===== config.mk =====
export PLATFORM = sky130hd
export DESIGN_NAME = muldiv_unit
export DESIGN_NICKNAME = d
export VERILOG_FILES = /design/src/rtl/mips_pkg.sv /design/src/rtl/muldiv_datapath.sv /design/src/rtl/muldiv_unit.sv
export SDC_FILE = /design/constraint.sdc
export NUM_CORES = 1
export LEC_CHECK = 0
export ABC_AREA = 1
export CAP_MARGIN = 20
export CORE_MARGIN = 5
export CORE_UTILIZATION = 27
export DETAILED_ROUTE_END_ITERATION = 8
export GPL_TIMING_DRIVEN = 0
export HOLD_SLACK_MARGIN = 0.1
export PLACE_DENSITY = 0.39
export SETUP_SLACK_MARGIN = 0.15
export SLEW_MARGIN = 0
export SYNTH_ARGS = -nofsm -noshare
export SYNTH_HDL_FRONTEND = slang
export SYNTH_SLANG_ARGS = --single-unit

===== constraint.sdc =====
create_clock -name clk -period 3.2 [get_ports clk]
set_clock_uncertainty 0.2 [all_clocks]
set_input_delay 0.64 -clock clk [delete_from_list [all_inputs] [get_ports clk]]
set_output_delay 0.64 -clock clk [all_outputs]
set_load 0.01 [all_outputs]

===== src/rtl/mips_pkg.sv =====
// mips_pkg: shared mul/div opcodes, HI/LO write-select constant and mul/div FSM states
package mips_pkg;
    localparam logic [1:0] MD_MULT      = 2'b00;
    localparam logic [1:0] MD_MULTU     = 2'b01;
    localparam logic [1:0] MD_DIV       = 2'b10;
    localparam logic [1:0] MD_DIVU      = 2'b11;
    localparam logic [1:0] RHL_SEL_BOTH = 2'b10;
    typedef enum logic [1:0] {IDLE, MUL, DIV, FIX} md_state_e;
endpackage


===== src/rtl/muldiv_datapath.sv =====
// muldiv_datapath: magnitude shift-add multiply / restoring divide, iteration counter, sign fixup, result registers
// Ports: load latches operands and clears the counter; iter advances one step;
//        commit writes the sign-fixed result into res_hi/res_lo; last flags the final iteration.
module muldiv_datapath import mips_pkg::*; #(
    parameter int WIDTH = 32
) (
    input  logic             clk,
    input  logic             rst_n,
    input  logic             load,
    input  logic             iter,
    input  logic             commit,
    input  logic [1:0]       op,
    input  logic [WIDTH-1:0] rs,
    input  logic [WIDTH-1:0] rt,
    output logic             last,
    output logic [WIDTH-1:0] res_hi,
    output logic [WIDTH-1:0] res_lo
);
    localparam int CW = $clog2(WIDTH);

    // acc: product high half / partial remainder; sh: multiplier / dividend shifting into quotient
    logic [WIDTH-1:0] acc, sh, mag_b, raw_a;
    logic [CW-1:0]    cnt;
    logic             is_div, neg_q, neg_r, dz;
    logic             signed_op, sa, sb;
    logic [WIDTH:0]   mul_sum, div_t;
    logic [WIDTH-1:0] div_d, div_r, fix_hi, fix_lo;
    logic             div_ge;
    logic [2*WIDTH-1:0] prod, prod_fix;

    assign signed_op = (op == MD_MULT) || (op == MD_DIV);
    assign sa        = signed_op & rs[WIDTH-1];
    assign sb        = signed_op & rt[WIDTH-1];
    assign last      = cnt == CW'(WIDTH - 1);

    assign mul_sum = {1'b0, acc} + {1'b0, sh[0] ? mag_b : '0};
    assign div_t   = {acc, sh[WIDTH-1]};
    assign div_ge  = div_t >= {1'b0, mag_b};
    // subtraction only kept when div_ge, so the low WIDTH bits are exact
    assign div_d   = div_t[WIDTH-1:0] - mag_b;
    assign div_r   = div_ge ? div_d : div_t[WIDTH-1:0];

    assign prod     = {acc, sh};
    assign prod_fix = neg_q ? -prod : prod;
    // divide by zero bypasses sign fixup: quotient all ones, remainder is the raw dividend
    assign fix_hi = is_div ? (dz ? raw_a : (neg_r ? -acc : acc)) : prod_fix[2*WIDTH-1:WIDTH];
    assign fix_lo = is_div ? (dz ? '1 : (neg_q ? -sh : sh)) : prod_fix[WIDTH-1:0];

    always_ff @(posedge clk or negedge rst_n) begin
        if (!rst_n) begin
            acc    <= '0;
            sh     <= '0;
            mag_b  <= '0;
            raw_a  <= '0;
            cnt    <= '0;
            is_div <= 1'b0;
            neg_q  <= 1'b0;
            neg_r  <= 1'b0;
            dz     <= 1'b0;
            res_hi <= '0;
            res_lo <= '0;
        end else begin
            if (load) begin
                acc    <= '0;
                sh     <= sa ? -rs : rs;
                mag_b  <= sb ? -rt : rt;
                raw_a  <= rs;
                cnt    <= '0;
                is_div <= op[1];
                neg_q  <= sa ^ sb;
                neg_r  <= sa;
                dz     <= rt == '0;
            end else if (iter) begin
                acc <= is_div ? div_r : mul_sum[WIDTH:1];
                sh  <= is_div ? {sh[WIDTH-2:0], div_ge} : {mul_sum[0], sh[WIDTH-1:1]};
                cnt <= cnt + 1'b1;
            end
            if (commit) begin
                res_hi <= fix_hi;
                res_lo <= fix_lo;
            end
        end
    end
endmodule


===== src/rtl/muldiv_unit.sv =====
// muldiv_unit: iterative MULT/MULTU/DIV/DIVU engine producing a HI/LO write and an ID-stage stall request
// Ports: ex_start/ex_op/ex_rs/ex_rt issue an operation (sampled in IDLE); flush aborts;
//        id_hilo_use with busy forms md_stall; rhl_wr strobes res_hi/res_lo with rhl_sel_wr.
module muldiv_unit import mips_pkg::*; #(
    parameter int WIDTH = 32
) (
    input  logic             clk,
    input  logic             rst_n,
    input  logic             ex_start,
    input  logic [1:0]       ex_op,
    input  logic [WIDTH-1:0] ex_rs,
    input  logic [WIDTH-1:0] ex_rt,
    input  logic             flush,
    input  logic             id_hilo_use,
    output logic             busy,
    output logic             md_stall,
    output logic             rhl_wr,
    output logic [1:0]       rhl_sel_wr,
    output logic [WIDTH-1:0] res_hi,
    output logic [WIDTH-1:0] res_lo
);
    md_state_e state, state_nx;
    logic      load, commit, last;

    assign busy       = state != IDLE;
    assign md_stall   = busy & id_hilo_use;
    assign rhl_sel_wr = RHL_SEL_BOTH;

    always_ff @(posedge clk or negedge rst_n) begin
        if (!rst_n) begin
            state  <= IDLE;
            rhl_wr <= 1'b0;
        end else begin
            state  <= state_nx;
            rhl_wr <= commit;
        end
    end

    always_comb begin
        state_nx = state;
        load     = 1'b0;
        commit   = 1'b0;
        case (state)
            IDLE: if (ex_start) begin
                state_nx = (ex_op == MD_DIV || ex_op == MD_DIVU) ? DIV : MUL;
                load     = 1'b1;
            end
            MUL, DIV: if (last) state_nx = FIX;
            FIX: begin
                state_nx = IDLE;
                commit   = 1'b1;
            end
            default: state_nx = IDLE;
        endcase
        // flush overrides everything: no start, no result write
        if (flush) begin
            state_nx = IDLE;
            load     = 1'b0;
            commit   = 1'b0;
        end
    end

    muldiv_datapath #(.WIDTH(WIDTH)) u_dp (
        .clk    (clk),
        .rst_n  (rst_n),
        .load   (load),
        .iter   (state == MUL || state == DIV),
        .commit (commit),
        .op     (ex_op),
        .rs     (ex_rs),
        .rt     (ex_rt),
        .last   (last),
        .res_hi (res_hi),
        .res_lo (res_lo)
    );
endmodule


Yosys cells after proc, flatten, opt, wreduce, memory -nomap -nowiden --
Cells that the tools add are included.
Cells by class: $add $sub $neg 8, order comparisons 1, eq/ne operators 8, mux-type cells 29, bitwise gates (word level) 4, reductions and logical operators 10
Operators with widths (count):
- $mux 32 | 16
- $neg 32->32 | 4
- $mux 64 | 1
- $neg 64->64 | 1
- $add 32x32->33 | 1
- $ge 33x32->1 | 1
- $logic_not 32->1 | 1
- $sub 32x32->32 | 1
- $mux 5 | 2
- $eq 2x2->1 const B | 4
- $mux 2 | 4
- $ne 3x3->1 const B | 2
- $pmux 2 s3 | 1
- $add 5x1->5 const B | 1
- $eq 5x5->1 const B | 1
- $mux 1 | 5
- $logic_not 2->1 | 2
- $reduce_bool 2->1 | 2
- $and 1x1->1 | 3
- $logic_or 1x1->1 | 3
- $eq 2x1->1 const B | 1
- $reduce_and 2->1 | 1
- $reduce_or 2->1 | 1
- $xor 1x1->1 | 1
Word-level totals: register bits 204, input bits 71, output and inout bits 69, word-level logic and storage cells 73

Longest topological paths before layout --
word-level depth 6, mapped depth 20, depth with buffers taken out 18

Hierarchy --
Synthesis repeated with hierarchy kept, for this count alone.
Second synthesis, totals: cells, all modules 3247, area, all modules 19223.4 µm²
By module, submodules not included:
- muldiv_datapath | instances 1, cells each 3206, area each 18965.7 µm², sequential area each 5029.8 µm²
- muldiv_unit | instances 1, cells each 41, area each 257.7 µm², sequential area each 75.1 µm²

Worst setup path before layout --
No wires, ideal clock.
path kind reg-to-reg, from reg u_dp.sh[0], to reg u_dp.acc[29], library setup time 117 ps, arrival 2383 ps, data required time 2883 ps, slack 499 ps, cell stages (with the launch flop) 20, path buffers 2, period minus slack after synthesis 2701 ps, path through dfrtp_1 buf_2 clkbuf_1 nand2_1 inv_1 ha_1 inv_1 fa_1 inv_1 nand3_1 nand3_1 nand2_1 nand2_1 nand3_1 nand2_1 nand2_1 nand3_1 nand3_1 nand3_1 nand2_1
On the way: cells in the longest elaborated chain, start to end 5
Ends and longest elaborated chain:
- from (decl) | RTL line muldiv_datapath.sv:22 | logic [WIDTH-1:0] acc, sh, mag_b, raw_a;
- from (signal assigned) | RTL line muldiv_datapath.sv:65 | sh <= sa ? -rs : rs;
- from (signal assigned) | RTL line muldiv_datapath.sv:75 | sh <= is_div ? {sh[WIDTH-2:0], div_ge} : {mul_sum[0], sh[WIDTH-1:1]};
- $mux 32 | RTL line muldiv_datapath.sv:36 | assign mul_sum = {1'b0, acc} + {1'b0, sh[0] ? mag_b : '0};
- $add 32x32->33 | RTL line muldiv_datapath.sv:36
- $mux 32 | RTL line muldiv_datapath.sv:74 | acc <= is_div ? div_r : mul_sum[WIDTH:1];
- $mux 32 | RTL line muldiv_datapath.sv:73 | end else if (iter) begin
- $mux 32 | RTL line muldiv_datapath.sv:63 | if (load) begin
- to (signal assigned) | RTL line muldiv_datapath.sv:74
- to (decl) | RTL line muldiv_datapath.sv:22
Every way passes these cells. The select of a mux whose other input is x is not followed. A chain may end at the register's enable or synchronous reset.

Final worst setup path --
from reg state[0], to reg u_dp.sh[5]
On the way: cells in the longest elaborated chain, start to end 4, elaborated cells on any way between the ends 8, classes of those cells eq/ne (2); mux (3); reduce/logical (3)
Ends and longest elaborated chain:
- from (decl) | RTL line muldiv_unit.sv:22 | md_state_e state, state_nx;
- from (signal assigned) | RTL line muldiv_unit.sv:34 | state <= state_nx;
- $logic_not 2->1 | RTL line muldiv_unit.sv:43 | case (state)
- $mux 1 | RTL line muldiv_unit.sv:43
- $mux 1 | RTL line muldiv_unit.sv:56 | if (flush) begin
- $mux 32 / $reduce_bool 2->1 (equally long branches)
Parallel ways exist; a longest one is shown, timed or not.

==> qor.csv <==
metric;value;unit
status;finished clean;
Worst path slowest cell;nor2_2;
number of synthesized flops with an enable pin;0;
Synth Instances;3177;
pre-CTS setup slack;-0.827;ns
synth-to-layout area growth;24.3;%
GR Util met2;44.2;%
Final Setup Violations;0;
compound-gate portion of the synthesized area;14.4;%
Reg clk slew, reported paths;0.06;ns
crit-path max FO;10;
Power per Cell Area;1240;mW/mm2
beginning of the critical path;state[0]$_DFFE_PN0P_;
n_diodes;0;
TritonCTS Sinks;204;
Worst-Skew Late Latency;0.63;ns
RSZ-0062 raised after global routing;true;
clk root buf;clkbuf_16;
Syn Std Cell Area;0.0191;mm2
number of global-route vias before repair;21611;
largest net degree at the start of global routing;97;
drt wl/cell;26.5;um
Die Area;0.0761;mm2
crit-path cells;inv_1 -> ha_1 -> nand3_1 -> inv_1 -> nor2_2 -> clkinv_2 -> clkbuf_1 -> o21ai_0 -> inv_1;
max-cap violations;0;
Cell Rows;97;
reg-to-reg endpoint;u_dp.sh[5]$_DFFE_PN0P_;
WP data required;3.49;ns
via count;22925;
R2R Setup Slk;0.13;ns
CTS Buffer Depth;3;
post-synth net total;3322;
WP depth;9;
max incr delay on CP;0.56;ns
worst hold slack;0.275;ns
post-synthesis mux area share;0;%
Synth area leader;dfrtp_1;
share of layout cells above drive strength 1;9.31;%
Worst Setup EP;u_dp.sh[5]$_DFFE_PN0P_;
sequential share of the synthesized area;26.7;%
largest family of logic cells by synthesized area;simple AND/OR/NAND/NOR gates;
Synth Area in Adders;4.93;%
Fmax achieved;325;MHz
top-area cell type share of the netlist area;26.7;%
Final min period;3.07;ns
Worst slew margin;21.4;%
first-pass GRT wire length;162000;um
top cells by area, synth;dfrtp_1 (27%), nand2_1 (18%), inv_1 (8.9%);
fraction of registers with async set/reset;100;%
worst-margin pin slew;1.18;ns
Final Hold Viols;0;
path type of the worst min-delay path;reg -> reg;
Synth Warn #;0;
total grt overflow;0;
die height;276;um
peak supply drop;0.576;mV
Critical Path Sink Type;flop;
buffers and inverters on the worst path;5;
Max Slew Vio Count;0;
Cell variety after synth;55;
Synth Register Bits;204;
Core ar.;0.0700;mm2
routability-driven placement congestion ratio;0.976;
Arrival @ worst endpoint;3.36;ns
CP top delay family;buffers and inverters;
via/cell ratio;5.26;
Reg-to-Reg Start;state[0]$_DFFE_PN0P_;
Fin Setup TNS;0;ns
Tcrit/Tclk final;96.0;%
post-DP HPWL;93300;um
# DRC;0;
Post-Synth Simple-Gate Area;39.2;%
Synth Area per Inst;6.01;um2
leak pwr;0.0113;uW
antenna-violating nets left;0;
WS Path Type;reg -> reg;
DRT Wirelength;115000;um
XOR/XNOR Fraction of Synth Area;3.17;%
H-tree Lvls;1;
M1 GR Usage;44.3;%
Die Wd;276;um
I/O Buffers;137;
Num CTS Buffers;30;
R2R depth;9;
Initial Util;27.3;%
fin worst setup slack;0.127;ns
total track usage;29.4;%
gr busiest metal;met1;
nets;3536;
most frequent CP cell;inv_1;
initial antenna violation count;3;
GR Util met3;5.30;%
router iterations before antenna repair;8;
initial DRC count;2475;
ys flop type;dfrtp_1;
CTS tree;done;
Core Util, Final;33.9;%
CP Launch Type;flop;
I/O pin count;140;
layout by cell type, fill, tap and decap left out, drive strengths merged, types with 59 or more instances in the layout:
| cell type | netlist | layout |
|---|---|---|
| nand4 | 68 | 68 |
| o21ai | 199 | 199 |
| ha | 72 | 72 |
| xor2 | 59 | 59 |
| nand3 | 275 | 275 |
| nor2 | 400 | 400 |
| buf | 24 | 68 |
| dfrtp | 204 | 204 |
| clkdlybuf4s50 | 0 | 136 |
| nand2 | 953 | 953 |
| clkbuf | 84 | 125 |
| a21oi | 161 | 161 |
| inv | 460 | 459 |
layout make-up:
cell class	instances	area, um2
Fill cell	7855	46300
Tap cell	940	1180
Clock inverter	15	149
Clock buffer	41	832
Inverter	463	1740
Multi-Input combinational cell	2402	12300
Sequential cell	204	5200
Buffer	108	518
Timing Repair Buffer	182	1780
cells by family (layout without fill, tap and decap cells):
family	count (synthesis)	after routing
adders and majority gates	74	74
DFF	204	204
AOI/OAI and AO/OA	483	483
and+or+nand+nor	1774	1774
other	2	2
xor gates and xnor gates	69	69
buffers and inverters	571	809
worst min path at each step:
| stage | cells after the start | slack, ns | startpoint | to |
|---|---|---|---|---|
| 2_1_floorplan | 0 | 0.14 | rst_n | rhl_wr$_DFF_PN0_ |
| 3_3_place_gp | 1 | 0.26 | u_dp.cnt[3]$_DFFE_PN0P_ | u_dp.cnt[3]$_DFFE_PN0P_ |
| 3_5_place_dp | 1 | 0.26 | u_dp.cnt[3]$_DFFE_PN0P_ | u_dp.cnt[3]$_DFFE_PN0P_ |
| 4_1_cts | 1 | 0.27 | u_dp.cnt[3]$_DFFE_PN0P_ | u_dp.cnt[3]$_DFFE_PN0P_ |
| 5_1_grt | 1 | 0.28 | u_dp.cnt[3]$_DFFE_PN0P_ | u_dp.cnt[3]$_DFFE_PN0P_ |
| 6_report | 1 | 0.27 | u_dp.cnt[3]$_DFFE_PN0P_ | u_dp.cnt[3]$_DFFE_PN0P_ |
registers in the layout, indices dropped and copies added, names as in the netlist:
name and flops:
u_dp.acc 32, u_dp.mag_b 32, u_dp.raw_a 32, u_dp.res_hi 32, u_dp.res_lo 32, u_dp.sh 32, u_dp.cnt 5, state 2
rhl_wr 1, u_dp.dz 1, u_dp.is_div 1, u_dp.neg_q 1, u_dp.neg_r 1
Yosys cell counts (3+ instances only):
library cell,instances
nor4_1,7
ha_1,72
o22ai_1,16
a21o_1,4
xnor2_1,10
nor3_1,44
o21a_1,6
inv_2,8
nand3_1,273
nand2_4,3
a32oi_1,3
buf_2,6
inv_1,452
clkinv_1,3
nand2_1,935
or2_2,5
a31oi_1,26
o21ai_1,10
o211ai_1,19
nand3b_1,12
and2_1,8
dfrtp_1,204
o31ai_1,5
buf_1,10
buf_4,4
o21bai_1,17
buf_6,3
o21ai_2,4
nand4_1,68
clkbuf_1,84
nor2_1,382
a22oi_1,7
a21oi_2,3
o211ai_2,6
xor2_1,59
a21oi_1,158
nor2_4,8
nor2_2,10
o21ai_0,185
nand2_2,15
repair_timing:
action	in CTS	in global routing
gates resized for setup	130	71
endpoints found under the setup margin	62	58
gates cloned	0	0
setup buffers	25	14
pin swaps	5	12
hold endpoints to repair	39	0
hold buffers	1	0
power by group:
group	total (uW)	internal, uW	switching (uW)
Sequential	5800	3950	1860
Clock	3400	1910	1490
Combinational	20200	6570	13700
Total	29400	12400	17000
layer usage:
metal | part of all wire (%) | wire, um
met3 | 7.6 | 8740
met2 | 42 | 48000
met5 | 0.011 | 13
met4 | 2.5 | 2840
met1 | 48 | 55600
per-stage QoR:
stage | std cells | total power (uW) | instance area, um2
after floorplan | 3177 | 15800 | 19100
after global placement | 4254 | 24100 | 21600
after detailed placement | 4259 | 24100 | 21700
after CTS | 4341 | 28700 | 23400
after global routing | 4355 | 31300 | 23700
final | 4355 | 29400 | 23700
No activity file was read; power rests on OpenSTA's default activity.
